### config.mk
export PLATFORM = sky130hd
export DESIGN_NAME = div_gen
export DESIGN_NICKNAME = d
export VERILOG_FILES = /design/src/rtl/div_gen.sv
export SDC_FILE = /design/constraint.sdc
export NUM_CORES = 1
export LEC_CHECK = 0
export ABC_AREA = 1
export CAP_MARGIN = 20
export CORE_UTILIZATION = 56
export CTS_BUF_LIST = sky130_fd_sc_hd__clkbuf_8
export CTS_CLUSTER_SIZE = 16
export DETAILED_ROUTE_END_ITERATION = 6
export PLACE_DENSITY = 0.83
export SLEW_MARGIN = 20
export SYNTH_ARGS = -nofsm -noshare
export SYNTH_HDL_FRONTEND = slang
export SYNTH_SLANG_ARGS = --single-unit
### constraint.sdc
create_clock -name clk_sys -period 3.14 [get_ports clk_sys]
set_input_delay 0.471 -clock clk_sys [delete_from_list [all_inputs] [get_ports clk_sys]]
set_output_delay 0.471 -clock clk_sys [all_outputs]
set_load 0.01 [all_outputs]
### src/rtl/div_gen.sv
// Programmable clock divider: registered clk_tx of N cycles (floor(N/2) high)
// plus a tick in the last low cycle; divisor changes land on period boundaries.
module div_gen #(
    parameter int W       = 8,
    parameter int DIV_RST = 8
) (
    input  logic         clk_sys,
    input  logic         rst_n,
    input  logic         en,
    input  logic [W-1:0] div_set,
    input  logic         div_load,
    output logic         div_busy,
    output logic         clk_tx,
    output logic         tick
);

    localparam logic [W-1:0] N_RST = W'(DIV_RST);
    localparam logic [W-1:0] ONE   = W'(1);
    localparam logic [W-1:0] TWO   = W'(2);

    typedef enum logic {S_IDLE, S_RUN} state_t;

    state_t       state, state_n;
    logic [W-1:0] cnt, cnt_n;
    logic [W-1:0] act, act_n;
    logic [W-1:0] pend, pend_n;
    logic [W-1:0] n_use;
    logic         busy_n, clk_n, tick_n;
    logic         boundary, apply;

    always_comb begin
        state_n  = state;
        cnt_n    = cnt;
        act_n    = act;
        pend_n   = pend;
        busy_n   = div_busy;
        clk_n    = 1'b0;
        tick_n   = 1'b0;
        apply    = 1'b0;
        n_use    = act;
        // A fresh start from idle counts as a period boundary
        boundary = (state == S_IDLE) || (cnt == act - ONE);

        if (en) begin
            apply   = div_busy && boundary;
            n_use   = apply ? pend : act;
            state_n = S_RUN;
            cnt_n   = boundary ? '0 : cnt + ONE;
            clk_n   = cnt_n < (n_use >> 1);
            tick_n  = cnt_n == n_use - ONE;
        end else begin
            apply   = div_busy;
            state_n = S_IDLE;
            cnt_n   = '0;
        end

        if (apply) begin
            act_n  = pend;
            busy_n = 1'b0;
        end

        // Capture only when nothing is pending (sampled before this edge)
        if (div_load && !div_busy) begin
            pend_n = (div_set < TWO) ? TWO : div_set;
            busy_n = 1'b1;
        end
    end

    always_ff @(posedge clk_sys) begin
        if (!rst_n) begin
            state    <= S_IDLE;
            cnt      <= '0;
            act      <= N_RST;
            pend     <= '0;
            div_busy <= 1'b0;
            clk_tx   <= 1'b0;
            tick     <= 1'b0;
        end else begin
            state    <= state_n;
            cnt      <= cnt_n;
            act      <= act_n;
            pend     <= pend_n;
            div_busy <= busy_n;
            clk_tx   <= clk_n;
            tick     <= tick_n;
        end
    end

endmodule

==> impl_summary.md <==
Cells and area
The layout cell share with drive strength beyond 1 is a little over an eighth. Compared with the post-synthesis result, the final layout area differs by 12.0%. The area occupied by registers is 562 um^2.

The number of antenna diodes in the final layout is 0. With fillers left out, the area of the finished cells amounts to 2370 um^2. The fill cell instance count of the final layout is 332. After the last flow step, the layout net total stands at roughly 370. The area taken by multi-input logic gates is 1330 um^2.

STA
For the final database, setup skew stands at about 5.3 ps. In the finished design, the share of the clock period the worst path needs comes to around nine tenths. The worst-margin pin slew is about 520 ps. The maximum clock rate is roughly 350 MHz. The post-route setup TNS is 0 ps. Setup repair after global routing left no endpoint under its margin. The count of final max-slew check failures came to 0. Headroom to the max-slew limit came out at approximately 65%. The worst-case hold slack is slightly below 500 ps. The clock period could shrink to 2830 ps. Setup violations remaining at the end of the flow were counted as 0.

The total count of hold-check failures in the final report is 0.

Clock network
The hold buffer count at CTS is 0. The total number of clock tree sinks is 28. The deepest clock path buffer count is 2. The TritonCTS clock tree is built. Counting the buffers created by CTS gives 3.

The post-CTS resize count is 0. The clock-pin transition on the worst setup and hold timing paths is 100 ps. The tree is rooted in a clkbuf_8.

The post-CTS repair timing setup buffer count is 0. The clock latency at the later pin of the worst-skew pair is around 280 ps. The maximum level of the CTS H-tree is 1.

Yosys
The cell area after synthesis is roughly 2100 um^2. The number of instances in the synthesized netlist is 336. The post-synthesis average cell area is about 6.3 um^2. The number of distinct library cell variants in the gate-level netlist after synthesis is 34. The share of Yosys cell area claimed by the top area cell type is a little over a quarter. The post-synthesis sequential area ratio is between 20% and 30%. The count of synthesis-stage warnings from yosys is 0. Sorting the synthesized cells by area gives the leading types as dfxtp_1 26%, nand2_1 15%, nand3_1 8.5%, inv_1 7.1%, nor2_1 6.4%.

The cell accounting for the most synthesized area is dfxtp_1. Synthesis produced a netlist with a net count of around 360. Counting flops and latches in the post-synthesis netlist gives 28.

Die
The number of ports placed on the die boundary is 15. In this run the horizontal extent of the chip is around 64 um. The die is ~64 um tall. The core box area is between 3000 and 4000 um^2. The number of standard-cell rows in the floorplan is 21.

The effective utilization at floorplan is about three fifths. The floorplan die area is roughly 4000 um^2.

Route
The number of remaining DRC errors is 0. The pre-antenna-repair detailed-routing pass consisted of 5 iterations. The number of violations reported at the end of detailed-routing iteration 0 is between 150 and 200. The number of vias after detailed routing is around 2.1k. The mean number of vias per cell is between 5 and 6. The average wire per standard cell is ~13 um. The post-detailed-routing wire length is around 5 mm. The remaining antenna violation count after routing is 0.

Place
The area after detailed placement is around 2300 um^2. At the end of routability-driven placement, the weighted congestion stood at between 0.9 and 1. Summed over all nets, the half-perimeter wirelength after detailed placement is about 3.9 mm. The number of buffer cells added on primary ports is 14.

Outcome
The run finished with clean final reports.

Power and ir drop
The sum of internal, switching and leakage power is ~0.001 W. The power density of the placed cells is 422 nW/um^2. The analysis attributes to cell leakage a power of 1.13 nW. The peak supply drop is about 0.3 mV.

Critical path
Counting cells, the worst reg-to-reg path comes to 25. STA classifies the critical path startpoint as a flip-flop. STA classifies the critical path endpoint as a flip-flop. Data arrives at the worst endpoint at just over 3000 ps. The critical path in this run is classified as flip-flop to flip-flop. Along the worst path, the maximum fanout reaches 19. Data on the critical path is required at its endpoint by around 3400 ps.

Global routing
The initial antenna violation count is 0. The global-route wire length before repair is between 8 and 9 mm. Global routing used 27.5% of the available tracks. The number of global-route vias before repair is about 2.0k.

Summed over all layers, the global routing overflow is 0. The maximum number of pins on one net before global-route repair is 20.

Job
The count of maximum capacitance violations is 0.

Hold path
The min-delay analysis places its worst path in the category flip-flop to flip-flop. Along the worst hold path, the cell count comes to 2.
registers in the layout, indices dropped and copies added, names as in the netlist:
register / cells
act: 8
clk_tx: 1
div_busy: 1
state: 1
pend: 8
cnt: 8
tick: 1
metrics by stage:
step                      setup slack [ps]  utilization [%]  cells
after floorplan                        547                -    336
after global placement                 339             65.9    393
after detailed placement               254             65.9    393
after CTS                              226             67.9    397
after global routing                  1.23             68.5    397
final                                  311             68.5    397
cells in the mapped netlist:
cell,n
nor2_2,5
xor2_1,5
nor2_4,2
inv_1,40
nor4_1,1
o211ai_1,1
nor2_1,36
nand2_1,86
clkinv_1,1
xnor2_1,2
nand2_4,3
nand3_1,36
buf_12,1
a31oi_1,1
nand3_4,1
dfxtp_1,28
buf_6,1
nand2_2,11
a21oi_1,15
o21ai_1,4
nor3_1,2
inv_2,7
nor3_4,1
o21ai_0,20
buf_8,1
o21bai_1,1
nand4_1,3
nand3_2,3
buf_2,1
or2_2,1
a31o_2,1
ha_1,8
nand3b_1,4
clkbuf_1,3
power by group:
group          leakage (nW)  internal, W  switching (W)
registers             0.230     0.000376      0.0000208
clock network        0.0357     0.000171       0.000120
logic                 0.862     0.000115       0.000199
total                  1.13     0.000662       0.000340
cell type report:
| type | count | share of cell area, % |
|---|---|---|
| Timing Repair Buffer | 18 | 7.48 |
| Tap cell | 46 | 2.42 |
| Clock inverter | 1 | 1.26 |
| Clock buffer | 3 | 1.74 |
| Sequential cell | 28 | 23.7 |
| Multi-Input combinational cell | 253 | 55.8 |
| Inverter | 48 | 7.59 |
per-layer routing:
metal / share of wire [%] / up-vias / global-route usage [%]
met5: 0 / - / 0
met4: 1.1 / 0 / 7.95
met3: 5.3 / 6 / 3.62
met2: 47 / 58 / 46.5
met1: 47 / 941 / 35.9
li1: - / 1100 / -
final timing paths:
check | slack, ps | to | start
worst min register to register | 490 | pend[7] | pend[7]
worst max-delay path | 310 | tick | act[0]
worst min-delay path | 490 | pend[7] | pend[7]
worst max register to register | 310 | tick | act[0]
worst max-delay path: stages, from the launching register on:
cell and delay (ps):
dfxtp_2 350, inv_2 110, ha_2 230, inv_1 40
nand2_1 70, nand2_1 50, nand2_1 50, nand2_1 40
inv_1 40, nand3_1 60, nor2_1 110, nand2_2 80
nand2_4 80, buf_8 180, nand3_1 120, nand2_2 150
ha_2 300, nand2_1 70, nand2_1 50, nor2_1 100
nand3_1 100, nor2_1 110, nand2_1 50, nor2_1 90
nand2_1 60, nor2_2 70
kinds of logic (layout without fill, tap and decap cells):
group	Yosys count	in the layout	synth area share [%]
simple gates	195	195	43.9
buf+inv	55	70	11.5
compound gates	43	43	10.6
flops	28	28	26.4
fa+ha+maj	8	8	4.72
xor+xnor	7	7	2.89
cells in the final DEF (no fill, tap or decap), types with 4 or more instances in the layout:
cell type,n
ha_1,6
nand2_1,86
nor2_2,5
xor2_1,5
nand2_2,10
o21ai_0,20
dfxtp_1,27
nand2_4,4
inv_1,40
clkdlybuf4s50_1,14
nand3_1,36
inv_2,7
a21oi_1,15
nand3b_1,4
o21ai_1,4
nor2_1,36
(Power assumes the default switching activity.)
==> RTL change 1, RTL diff (same settings) <==
Make the reset (`rst_n`) asynchronous in one clocked block.
--- a/src/rtl/div_gen.sv
+++ b/src/rtl/div_gen.sv
@@ -66,7 +66,7 @@
         end
     end
 
-    always_ff @(posedge clk_sys) begin
+    always_ff @(posedge clk_sys or negedge rst_n) begin
         if (!rst_n) begin
             state    <= S_IDLE;
             cnt      <= '0;
Formal check against the unedited RTL: differs if rst_n is asserted again (counterexample within 4 cycles, from zero or initial values and one cycle with rst_n low); with rst_n held inactive, the same outputs for 10 cycles.
==> RTL change 1 against the unedited design <==
  * Routed wire length grew 12%
  * Final area grew 8.0%
  * Synthesized area is 4.0% higher
  * Die area increased by 3.8%
  * Critical path depth fell by 2
  * Count of clock-buffer cells in the layout unchanged
  * Highest routed layer unchanged
  * Total power grew 40%
  * Worst setup slack got worse by 0.18 ns
  * Largest power group is now combinational logic
  * Sequential cell count did not move
==> RTL change 1: results (changes against the unedited design) <==
| Metric | Value |
|---|---|
| Outcome | `completed (unchanged)` |
| Net Sw Frac | `41.5% (was 33.9%)` |
| LEAKAGE | `1.32 nW (was 1.13 nW)` |
| Pin count of the biggest net entering global routing | `29 (was 20)` |
| Worst Setup SP | `act[1] (was act[0])` |
| Unique cell type count in the Yosys netlist | `33 (was 34)` |
| Nets | `371 (was 372)` |
| Syn nets | `345 (was 356)` |
| Crit path to | `tick (unchanged)` |
| Post-DP HPWL | `4040 µm (was 3860 µm)` |
| Gr usage total | `26.4% (was 27.5%)` |
| Share of synthesized area spent on multiplexers | `0.511% (was 0%)` |
| Prevailing post-synth register cell | `dfrtp_1 (was dfxtp_1)` |
| Synth Area in Adders | `5.11% (was 4.72%)` |
| Compound-cell area share of the yosys netlist | `6.47% (was 10.6%)` |
| Slowest cell on crit path | `dfrtp_1 (was dfxtp_2)` |
| Vias per cell | `5.42 (was 5.30)` |
| Drt total wl | `5600 µm (was 5020 µm)` |
| Area contributors post-synth | `dfrtp_1 (31%), nand2_1 (15%), nand3_1 (9.5%) (was dfxtp_1 (26%), nand2_1 (15%), nand3_1 (8.5%))` |
| Comb. pwr | `0.622 mW (was 0.314 mW)` |
| Max incr delay on CP | `0.44 ns (was 0.35 ns)` |
| Ys async rst share | `100% (was 0%)` |
| Layout Skew | `0.00874 ns (was 0.00530 ns)` |
| R2r setup slk | `0.13 ns (was 0.31 ns)` |
| Power share of the clock group | `20.7% (was 29.1%)` |
| P per Cell Area | `546 nW/µm² (was 422 nW/µm²)` |
| Maximum vdd drop | `285 µV (was 308 µV)` |
| Hold Slack | `0.561 ns (was 0.492 ns)` |
| Met3 usage | `2.82% (was 3.62%)` |
| Met2 global-route usage | `44.0% (was 46.5%)` |
| Critical Path AT | `3.23 ns (was 3.06 ns)` |
| TritonCTS buffer count | `3 (unchanged)` |
| HP Class | `input pin to async pin (was flop to flop)` |
| Least-Margin Pin Slew | `0.656 ns (was 0.519 ns)` |
| Top post-synthesis cells by count | `nand2_1 (87), inv_1 (44), nand3_1 (42) (was nand2_1 (86), inv_1 (40), nand3_1 (36), nor2_1 (36), dfxtp_1 (28))` |
| RR Endpoint | `tick (unchanged)` |
| Met1 GRT Util | `35.6% (was 35.9%)` |
| First-pass GRT wire length | `8400 µm (was 8770 µm)` |
| Share of post-route cells with drive strength above 1 | `16.0% (was 13.1%)` |
| GPL Wtd Cong | `0.949 (was 0.934)` |
| Seq/Total Area, Yosys | `31.9% (was 26.4%)` |
[RTL change 1: cell types whose count changed after synthesis, moves of 3 or more]
cell | unedited run | this run
dfxtp_1 | 28 | 0
dfrtp_1 | 0 | 27
o21ai_0 | 20 | 12
a21oi_1 | 15 | 9
nand3_1 | 36 | 42
inv_2 | 7 | 2
inv_1 | 40 | 44
nor2_1 | 36 | 33
o21ai_1 | 4 | 1
[RTL change 1: stage by stage]
step,setup TNS [ns],util [%],cells,cell area (µm²),worst slack (ns)
2_1_floorplan,0,-,324,2200,0.353
3_3_place_gp,0,64.1,383,2380,0.207
3_5_place_dp,0,64.1,383,2380,0.0820
4_1_cts,0,66.0,387,2450,0.0188
5_1_grt,-0.0947,69.0,397,2560,-0.0947
6_report,0,69.0,397,2560,0.133
[RTL change 1: final cells by class]
class                      instances  area (µm²)  area share, %
timing repair buffer              27         238           9.27
multi-input combinational        244        1320           51.3
clock buffer                       3        41.3           1.61
clock inverter                     1        30.0           1.17
sequential                        28         703           27.4
tap                               48        60.1           2.34
inverter                          46         175           6.83
[RTL change 1: layer usage]
layer	part of all wire, %	wire (µm)	vias to the layer above
met5	0	0	-
met3	4.6	255	18
met1	45	2520	988
met2	47	2650	67
met4	3.1	172	0
li1	-	-	1077
[RTL change 1: logic make-up (layout without fill, tap and decap cells)]
kind of cell | after synthesis | count (layout)
simple gates | 201 | 201
xor+xnor | 7 | 7
compound gates | 26 | 26
mux | 1 | 1
flops | 28 | 28
buf+inv | 52 | 77
fa+ha+maj | 9 | 9
[RTL change 1: repair_timing]
action,in CTS,in global routing
buffers inserted,0,10
endpoints found under the hold margin,0,0
gates resized for setup,0,9
setup endpoints to repair,0,2
==> RTL change 2, RTL diff (config.mk and constraints unchanged) <==
Without the edit above. `W`: 8 -> 6.
--- a/src/rtl/div_gen.sv
+++ b/src/rtl/div_gen.sv
@@ -1,7 +1,7 @@
 // Programmable clock divider: registered clk_tx of N cycles (floor(N/2) high)
 // plus a tick in the last low cycle; divisor changes land on period boundaries.
 module div_gen #(
-    parameter int W       = 8,
+    parameter int W       = 6,
     parameter int DIV_RST = 8
 ) (
     input  logic         clk_sys,
Interface: changed (resized div_set); port bits go from 15 to 13. No check against the original RTL was run, so the function may have changed too.
==> RTL change 2 against the unedited design <==
  * Clock skew down 0.0036 ns
  * Final area down 29%
  * Via count is 31% lower
  * Combinational power shrank 36%
  * Synthesized cell count decreased by 30%
  * Total power decreased by 22%
  * Sequential cell count fell by 6
  * Synthesized area decreased by 30%
  * Worst setup slack gained 0.15 ns
  * Routed wire length shrank 33%
  * Largest power group unchanged
  * Highest routed layer unchanged
==> RTL change 2: results (changes against the unedited design) <==
| Metric | Value |
|---|---|
| Outcome | `completed (unchanged)` |
| Maximum vdd drop | `404 µV (was 308 µV)` |
| Vias after detailed routing | `1,455 (was 2,105)` |
| Top post-synthesis cells by count | `nand2_1 (67), nor2_1 (30), inv_1 (26) (was nand2_1 (86), inv_1 (40), nand3_1 (36), nor2_1 (36), dfxtp_1 (28))` |
| Clock-pin slew on the worst setup and hold paths | `0.08 ns (was 0.10 ns)` |
| First-pass DRT Iterations | `4 (was 5)` |
| Hold path endpoint | `act[5] (was pend[7])` |
| R2r setup slk | `0.46 ns (was 0.31 ns)` |
| Worst r2r src | `act[0] (unchanged)` |
| Hold Path Stages | `2 (unchanged)` |
| Gr usage total | `26.0% (was 27.5%)` |
| Ys async rst share | `0% (unchanged)` |
| Syn. warnings | `0 (unchanged)` |
| Nets | `264 (was 372)` |
| GPL Wtd Cong | `0.842 (was 0.934)` |
| Post-DP HPWL | `2590 µm (was 3860 µm)` |
| Vias in the first global route | `1,239 (was 1,966)` |
| Area contributors post-synth | `dfxtp_1 (30%), nand2_1 (17%), nor2_1 (7.6%) (was dfxtp_1 (26%), nand2_1 (15%), nand3_1 (8.5%))` |
| FF-to-FF path depth | `18 (was 25)` |
| HP Class | `flop to flop (unchanged)` |
| Post-cts gate resize count | `0 (unchanged)` |
| Layout Skew | `0.00173 ns (was 0.00530 ns)` |
| Drt initial violations | `66 (was 169)` |
| Clk buf depth | `2 (unchanged)` |
| Prevailing post-synth register cell | `dfxtp_1 (unchanged)` |
| Pin count of the biggest net entering global routing | `15 (was 20)` |
| Least-Margin Pin Slew | `0.431 ns (was 0.519 ns)` |
| Share of post-route cells with drive strength above 1 | `10.2% (was 13.1%)` |
| Per-cell routed wire length | `12.1 µm (was 12.6 µm)` |
| CTS H-tree lvls | `1 (unchanged)` |
| TritonCTS buffer count | `3 (unchanged)` |
| Syn nets | `251 (was 356)` |
| CP Max Fanout | `11 (was 19)` |
| Clk_lat worst skew | `0.27 ns` |
| Top Registers | `act (6), cnt (6), pend (6) (was act (8), cnt (8), pend (8))` |
| Port bufs | `12 (was 14)` |
| First-pass GRT wire length | `5340 µm (was 8770 µm)` |
| LEAKAGE | `0.824 nW (was 1.13 nW)` |
| Clk root buf | `clkbuf_8 (unchanged)` |
| RR Endpoint | `tick (unchanged)` |
| Initial antenna violation count | `0 (unchanged)` |
| Critical Path AT | `2.89 ns (was 3.06 ns)` |
| Seq/Total Area, Yosys | `29.8% (was 26.4%)` |
| Unique cell type count in the Yosys netlist | `27 (was 34)` |
| # Post-CTS Setup Buffers | `0 (unchanged)` |
| Hold Slack | `0.520 ns (was 0.492 ns)` |
| Min-delay src | `act[5] (was pend[7])` |
| Number of antenna diodes | `0 (unchanged)` |
==> RTL change 2: changes by cell type in the layout (fill, tap and decap cells not counted), moves of 4 or more <==
cell,delta
a21oi_1,-6
dfxtp_1,-5
inv_1,-14
nand2_1,-19
nand2_4,-4
nand3_1,-15
nor2_1,-6
o21ai_0,-7
==> RTL change 2: worst max path at each step <==
stage | from | end | slack, ns
after CTS | act[0] | tick | 0.48
after global placement | act[0] | tick | 0.57
final | act[0] | tick | 0.46
after global routing | act[0] | tick | 0.24
after floorplan | act[0] | tick | 0.78
after detailed placement | act[0] | tick | 0.53
==> RTL change 2: final cells by class <==
class                           count  area (µm²)
Multi-Input combinational cell    175         883
Fill cell                         227         797
Sequential cell                    22         440
Timing Repair Buffer               13         128
Inverter                           32         120
Clock buffer                        3        41.3
Tap cell                           30        37.5
Clock inverter                      1        30.0
==> RTL change 2: cell families after synthesis <==
group | count (synthesis) | share of synthesized area (%)
xor gates and xnor gates | 4 | 2.37
adders and majority gates | 7 | 5.92
AOI/OAI and AO/OA | 30 | 11.9
DFF | 22 | 29.8
and+or+nand+nor | 134 | 39.5
buffers and inverters | 37 | 10.5
==> RTL change 2: metal layers <==
metal / vias to the layer above / global-route usage [%] / wire length, µm
met5: - / 0 / 0
met4: 0 / 8.33 / 41
met3: 5 / 2.30 / 138
met2: 37 / 42.5 / 1530
met1: 645 / 35.3 / 1630
li1: 768 / - / -
==> RTL change 2: worst max-delay path, stage by stage (launching register included) <==
cell and delay (ns):
dfxtp_1 0.40, inv_2 0.08, ha_1 0.31, xnor2_1 0.12
nor2_1 0.09, nand3_1 0.10, o21ai_2 0.15, nand2_2 0.17
nand2_1 0.15, nand2_2 0.10, ha_1 0.31, inv_1 0.04
nand2_1 0.06, nand3_1 0.07, nor2_1 0.14, nand3_1 0.09
nor2_1 0.10, nand2_1 0.06, nor2_1 0.07
==> RTL change 2: report_power, final <==
part | internal [mW] | total (mW) | switching, mW
Clock | 0.171 | 0.267 | 0.0969
Combinational | 0.0776 | 0.201 | 0.123
Sequential | 0.295 | 0.313 | 0.0175
Total | 0.544 | 0.781 | 0.237
==> RTL change 2: stage by stage <==
stage | area [µm²] | power [mW] | setup slack [ns] | util, % | std cells
2_1_floorplan | 1480 | 0.467 | 0.780 | - | 234
3_3_place_gp | 1610 | 0.511 | 0.571 | 64.9 | 272
3_5_place_dp | 1610 | 0.515 | 0.531 | 64.9 | 272
4_1_cts | 1680 | 0.777 | 0.485 | 67.8 | 276
5_1_grt | 1680 | 0.824 | 0.238 | 67.8 | 276
6_report | 1680 | 0.781 | 0.462 | 67.8 | 276
